**src/rtl/serial_adder_ctrl.sv**
```systemverilog
// Bit-serial adder with start/result handshake: one operand bit per cycle, LSB first.
// Optional signed-overflow output OVF is built when SERIAL_ADDER_OVF_EN is defined.
module serial_adder_ctrl #(
    parameter int unsigned WIDTH = 8
) (
    input  logic             CLK,
    input  logic             RST_N,
    input  logic             START,
    input  logic [WIDTH-1:0] A,
    input  logic [WIDTH-1:0] B,
    output logic             IN_READY,
    output logic             BUSY,
    output logic [WIDTH-1:0] SUM,
    output logic             CARRY,
    output logic             OUT_VALID,
    input  logic             OUT_READY
`ifdef SERIAL_ADDER_OVF_EN
    ,
    output logic             OVF
`endif
);

    localparam int unsigned CW = $clog2(WIDTH);

    typedef enum logic [1:0] {
        IDLE  = 2'b00,
        SHIFT = 2'b01,
        DONE  = 2'b10
    } state_t;

    state_t           state_q, state_d;
    logic [WIDTH-1:0] a_q, a_d;
    logic [WIDTH-1:0] b_q, b_d;
    logic [WIDTH-1:0] sum_q, sum_d;
    logic [CW-1:0]    cnt_q, cnt_d;
    logic             c_q, c_d;
    logic             carry_q, carry_d;
`ifdef SERIAL_ADDER_OVF_EN
    logic             ovf_q, ovf_d;
`endif

    // Full adder built from two half-adder cells.
    logic ha1_s, ha1_c, ha2_c, bit_s, bit_cout, last_bit;
    assign ha1_s    = a_q[0] ^ b_q[0];
    assign ha1_c    = a_q[0] & b_q[0];
    assign bit_s    = ha1_s ^ c_q;
    assign ha2_c    = ha1_s & c_q;
    assign bit_cout = ha1_c | ha2_c;
    assign last_bit = (cnt_q == CW'(WIDTH - 1));

    always_ff @(posedge CLK) begin
        if (!RST_N) begin
            state_q <= IDLE;
            a_q     <= '0;
            b_q     <= '0;
            sum_q   <= '0;
            cnt_q   <= '0;
            c_q     <= 1'b0;
            carry_q <= 1'b0;
`ifdef SERIAL_ADDER_OVF_EN
            ovf_q   <= 1'b0;
`endif
        end else begin
            state_q <= state_d;
            a_q     <= a_d;
            b_q     <= b_d;
            sum_q   <= sum_d;
            cnt_q   <= cnt_d;
            c_q     <= c_d;
            carry_q <= carry_d;
`ifdef SERIAL_ADDER_OVF_EN
            ovf_q   <= ovf_d;
`endif
        end
    end

    always_comb begin
        state_d = state_q;
        a_d     = a_q;
        b_d     = b_q;
        sum_d   = sum_q;
        cnt_d   = cnt_q;
        c_d     = c_q;
        carry_d = carry_q;
`ifdef SERIAL_ADDER_OVF_EN
        ovf_d   = ovf_q;
`endif
        case (state_q)
            IDLE: begin
                if (START) begin
                    a_d     = A;
                    b_d     = B;
                    sum_d   = '0;
                    cnt_d   = '0;
                    c_d     = 1'b0;
                    carry_d = 1'b0;
`ifdef SERIAL_ADDER_OVF_EN
                    ovf_d   = 1'b0;
`endif
                    state_d = SHIFT;
                end
            end
            SHIFT: begin
                a_d   = a_q >> 1;
                b_d   = b_q >> 1;
                sum_d = {bit_s, sum_q[WIDTH-1:1]};
                c_d   = bit_cout;
                cnt_d = cnt_q + 1'b1;
                if (last_bit) begin
                    cnt_d   = '0;
                    carry_d = bit_cout;
`ifdef SERIAL_ADDER_OVF_EN
                    // c_q here is the carry into the MSB.
                    ovf_d   = c_q ^ bit_cout;
`endif
                    state_d = DONE;
                end
            end
            DONE: begin
                if (OUT_READY) begin
                    state_d = IDLE;
                end
            end
            default: state_d = IDLE;
        endcase
    end

    assign IN_READY  = (state_q == IDLE);
    assign BUSY      = (state_q == SHIFT);
    assign OUT_VALID = (state_q == DONE);
    assign SUM       = sum_q;
    assign CARRY     = carry_q;
`ifdef SERIAL_ADDER_OVF_EN
    assign OVF       = ovf_q;
`endif

endmodule

```
**config.mk**
```make
export PLATFORM = sky130hd
export DESIGN_NAME = serial_adder_ctrl
export DESIGN_NICKNAME = d
export VERILOG_FILES = /design/src/rtl/serial_adder_ctrl.sv
export SDC_FILE = /design/constraint.sdc
export NUM_CORES = 1
export LEC_CHECK = 0
export CORE_ASPECT_RATIO = 0.75
export CORE_MARGIN = 1.5
export CORE_UTILIZATION = 52
export DETAILED_ROUTE_END_ITERATION = 8
export PLACE_DENSITY = 0.87
export SLEW_MARGIN = 30
export SYNTH_ARGS = -nofsm -noshare
export SYNTH_HDL_FRONTEND = slang
export SYNTH_SLANG_ARGS = --single-unit
```
**constraint.sdc**
```tcl
create_clock -name CLK -period 3.4 [get_ports CLK]
set_clock_uncertainty 0.2 [all_clocks]
set_input_delay 0.34 -clock CLK [delete_from_list [all_inputs] [get_ports CLK]]
set_output_delay 0.34 -clock CLK [all_outputs]
set_load 0.02 [all_outputs]
```
==> run metrics, run 1 <==
status finished, final reports clean; Fillers 185; CP max stage cell clkdlybuf4s50_1; initial antenna violation count 0; xor-xnor portion of the synthesized cell area 0%; Worst Hold Class reg -> reg; final std cells w/o fill 199; switching share of power 26.20%; predominant post-synthesis flop cell dfxtp_1; Synth area leaders dfxtp_1 45%, nor2b_1 7.8%, a22oi_1 7.1%; CTS-repair resized insts 0; largest net degree at the start of global routing 32; Placed Instance Area 0.001649 mm^2; combinational share of power 16.6%; vias in the first global route 1100; vias per cell 5.709; crit path cell chain buf_4 -> and2b_4 -> clkdlybuf4s50_1; #FFs+latches synth 31; WP buf/inv 2; Vias 1136; synth warn 0; fin crit period 2.393 ns; Peak supply drop 0.2572 mV; layout cell share with drive strength beyond 1 6.061%; drt pass-1 iters 4; Cell Area, Synth 0.001365 mm^2; dpl hpwl 2015 um; Ports 32; Yosys top cell area share 45.46%; CP max FO 19; DR WL/cell 14.62 um; Fin. Hold Viols 0; Port-buffer cells 31; reg2reg setup slack 1.78 ns; Rel. slew slack 40.97%; internal power 0.5246 mW; post-synthesis sequential area ratio 45.46%; combinational family with the most area after synthesis compound AO/OA/AOI/OAI gates; Pwr Total 0.7108 mW; Synth async-reset ratio 0%; DR iter-0 viols 120; Power Dens Cells 418.3 mW/mm^2; Synth Area per Inst 10.11 um^2; core box area 0.002384 mm^2; ANT nets after route 0; worst setup slack after layout 1.007 ns; simple-gate share of the synthesized area 13.29%; Static Leakage 0.6861 nW; Rows 15; global route total overflow 0; Post-synth EDFFs 0; CTS Hold Bufs 0; first-pass GRT wire length 4912 um; Setup violations, final 0; DRT Wirelength 2909 um; die width 62.16 um; Net Switching 0.1862 mW; Clock transition at path regs 0.10 ns; worst-skew pair later-pin latency 0.32 ns; Crit Path Class reg -> out; GRT Resource Usage Total 22.08%; Mapped Cells 135; Initial Util 57.27%; Synth Area in Adders 3.300%; Nets 187; Flop pwr share 55.7%; GPL Wtd Cong 0.7274; clock buffer count from CTS 5; H-Tree Depth 2; maxcap violations 0; final core occ 71.29%; crit end category primary output; Tightest Pin Transition 0.8826 ns; Hold Slack 0.3079 ns; delay-heaviest family, CP buffers and inverters; Critical Path AT 1.85 ns; P&R area growth vs syn 24.47%; cell area after layout 0.001699 mm^2; Yosys cell types 26; # diodes 0; Max Freq 417.9 MHz; Clock Sinks 31; Synth area leader dfxtp_1; clock share of power 27.7%; startpoint class of the critical path flop; clock tree buffer depth 2; syn nets 158; Compound-Gate Fraction of Synth Area 25.66%; Root Driver clkbuf_4; Largest stage delay, worst path 0.64 ns; fin crit share 70.38%; setup TNS 0 ns; Post-Place Worst Slack 1.316 ns; multiplexer share of the synthesized area 5.866%; # Post-CTS Setup Buffers 0; chip height 47.37 um; Residual DRC 0; die area 0.002945 mm^2; Worst Path Required 2.86 ns; CTS tree built; RSZ-0062 raised after global routing no; max-slew violations 0; Cells after DPL 191
cell usage after synthesis (4+ instances only):
cell / number
o21ai_1: 4
mux2i_1: 8
nor2b_1: 17
nand2_1: 9
a22oi_1: 13
a21oi_1: 6
buf_6: 4
dfxtp_1: 31
nor2_1: 5
o211a_1: 8
layout by cell type (no fill, tap or decap), drive strengths merged:
cell type / count
dfxtp: 31
clkdlybuf4s50: 31
nor2b: 17
a22oi: 13
nand2: 9
mux2i: 8
o211a: 8
clkbuf: 7
o21ai: 7
a21oi: 6
nor2: 5
a32oi: 3
inv: 3
o22ai: 3
o2bb2ai: 3
ha: 2
and2b: 1
o21bai: 1
a21boi: 1
nand2b: 1
o21ba: 1
and3: 1
fa: 1
clkinv: 1
buf: 1
power by group through the flow:
stage	logic (mW)	clock network, mW	registers [mW]
after detailed placement	0.117	0	0.404
after floorplan	0.0830	0	0.402
after global routing	0.129	0.224	0.399
after global placement	0.111	0	0.403
after CTS	0.118	0.204	0.396
final	0.118	0.197	0.396
metal layers:
layer	GRT usage [%]	wire (um)
met1	26.39	1247
met2	38.26	1425
met3	6.715	162
met4	10.67	74
met5	0	0
flip-flops by register name, summed over array words and instances (netlist names):
signal and count:
a_q 8, state_q 2, c_q 1, cnt_q 3, b_q 8, SUM 8
CARRY 1
worst reg2reg max path: cells and delay by family, from the launching register on:
kind	cells	cell delay [ns]
AO/OA/AOI/OAI	3	0.78
buffers and inverters	1	0.26
flip-flops	1	0.32
final timing paths:
path	start	end	cells past startpoint
setup / recovery	state_q[0]	BUSY	3
hold / removal	a_q[3]	a_q[3]	1
setup reg to reg	state_q[0]	b_q[1]	4
hold reg to reg	a_q[3]	a_q[3]	1
layout make-up:
class,instances,area [um^2],share of cell area [%]
clock buffers,7,45.04,2.651
clock inverters,1,5.005,0.2946
inverters,3,11.26,0.6627
multi-input cells,91,656.9,38.66
flip-flops and latches,31,620.6,36.52
well taps,34,42.54,2.504
repair buffers,32,317.8,18.70
kinds of logic (layout without fill, tap and decap cells):
group	count (synthesis)	after routing
compound gates	46	46
fa+ha+maj	3	3
buf+inv	13	43
flops	31	31
mux	8	8
simple gates	34	34
Note: power is estimated with default switching activity, not from simulation.
==> inputs of run 2 (changes only) <==
Settings changed: CORE_UTILIZATION 52 to 44, PLACE_DENSITY 0.87 to 0.79.
Clock period 3.4 ns to 2.14 ns, I/O delays scaled along.
==> run metrics, run 2 (same netlist as run 1, synthesis figures left out) <==
CTS tree built; hold depth 2 (+1); CTS Hold Bufs 0 (unchanged); global route total overflow 0 (unchanged); P&R area growth vs syn 31.44%; chip height 51.24 um (+8.2%); Tightest Pin Transition 0.4027 ns (-0.4800 ns); max-slew violations 0 (unchanged); H-Tree Depth 2 (unchanged); Clock transition at path regs 0.07 ns (-0.03 ns); largest net degree at the start of global routing 32 (unchanged); startpoint class of the critical path flop; RR Startpoint state_q[0]; DRT Wirelength 2707 um (-6.9%); GPL Wtd Cong 0.7360 (+1.2%); R2R depth 4 (unchanged); die width 67.32 um (+8.3%); vias per cell 5.320 (-6.8%); layout cell share with drive strength beyond 1 8.929% (+2.9 points); ANT nets after route 0 (unchanged); DR iter-0 viols 91 (-24%); Port-buffer cells 31 (unchanged); Power Dens Cells 785.6 mW/mm^2 (+88%); Critical Path AT 1.62 ns (-0.23 ns); Vias 1096 (-3.5%); Static Leakage 0.7328 nW (+6.8%); Setup violations, final 0 (unchanged); fin crit period 2.033 ns; initial antenna violation count 0 (unchanged); Peak supply drop 0.6145 mV (+140%); Residual DRC 0 (unchanged); Worst Path Required 1.73 ns (-1.13 ns); Worst Hold Class reg -> reg; Initial Util 46.17% (-11 points); # diodes 0 (unchanged); worst-skew pair later-pin latency 0.28 ns (-0.04 ns); setup TNS 0 ns (unchanged); Ports 32 (unchanged); vias in the first global route 1025 (-6.8%); Fin. Hold Viols 0 (unchanged); status finished, final reports clean; crit end category primary output; Rel. slew slack 73.16% (+32 points); reg2reg setup slack 0.59 ns (-1.19 ns); first-pass GRT wire length 4526 um (-7.9%); HP Start CARRY; die area 0.003449 mm^2 (+17%); most frequent cells in the layout 31 x dfxtp_1, 31 x clkdlybuf4s50_1, 17 x nor2b_1, 13 x a22oi_1, 9 x nand2_1; DR WL/cell 13.14 um (-10%); RSZ-0062 raised after global routing no; Nets 190 (+1.6%); core box area 0.002957 mm^2 (+24%); clock buffer count from CTS 5 (unchanged); clock tree buffer depth 2 (unchanged); RR Endpoint a_q[1]; Rows 17 (+2); maxcap violations 0 (unchanged); final core occ 60.69% (-11 points); Crit Path Class reg -> out; CP max FO 10 (-9); fin crit share 95.00%; drt pass-1 iters 4 (unchanged); CTS-repair resized insts 0 (unchanged); dpl hpwl 1883 um (-6.5%); Root Driver clkbuf_8; # Post-CTS Setup Buffers 0 (unchanged); Max Freq 491.9 MHz; Min-Delay Endpoint CARRY; GRT Resource Usage Total 17.31% (-4.8 points); Clock Sinks 31 (unchanged)
run 2: layout make-up:
class | instances | area [um^2]
repair buffers | 35 | 340.3
clock inverters | 2 | 35.03
fillers | 225 | 1162
clock buffers | 6 | 82.58
flip-flops and latches | 31 | 620.6
multi-input cells | 91 | 656.9
inverters | 3 | 11.26
well taps | 38 | 47.55
run 2: metal layers:
layer	up-vias	global-route usage (%)	share of wire (%)
met2	31	28.55	47
li1	548	-	-
met3	4	4.405	5.0
met5	-	0	0
met4	0	7.143	1.3
met1	513	21.46	47
run 2: worst max-delay path, cell delays in order, from the launching register on:
cell	delay, ns
dfxtp_1	0.33
buf_4	0.19
nor2_1	0.18
clkdlybuf4s50_1	0.64
run 2: through the flow:
step,hold slack (ns),power (mW),setup WS [ns],std cells,instance area [um^2]
floorplan,0.1665,0.7706,0.8308,135,1365
global placement,0.2631,0.8223,0.4173,198,1677
detailed placement,0.2685,0.8294,0.3919,198,1677
CTS,0.2813,1.415,0.09813,206,1794
global route,0.3187,1.458,0.009114,206,1794
finish,0.2771,1.409,0.1070,206,1794
run 2: worst max path at each step:
stage / cells past startpoint / startpoint / slack [ns] / to
6_report: 3 / state_q[0] / 0.11 / IN_READY
5_1_grt: 3 / state_q[0] / 0.009 / OUT_VALID
4_1_cts: 3 / state_q[0] / 0.1 / IN_READY
3_5_place_dp: 5 / START / 0.39 / cnt_q[0]
3_3_place_gp: 2 / state_q[1] / 0.42 / BUSY
2_1_floorplan: 3 / a_q[0] / 0.83 / CARRY
run 2: power breakdown:
| group | switching [mW] | internal (mW) | leakage, nW | total (mW) |
|---|---|---|---|---|
| clock network | 0.216 | 0.376 | 0.0612 | 0.592 |
| logic | 0.0873 | 0.0996 | 0.417 | 0.187 |
| registers | 0.0202 | 0.610 | 0.254 | 0.631 |
| total | 0.323 | 1.09 | 0.733 | 1.41 |
==> inputs of run 3 (changes only) <==
Settings changed: SKIP_CTS_REPAIR_TIMING set to 1.
==> results of run 3 <==
The final DEF is identical to that of run 2; final timing and power are the same.
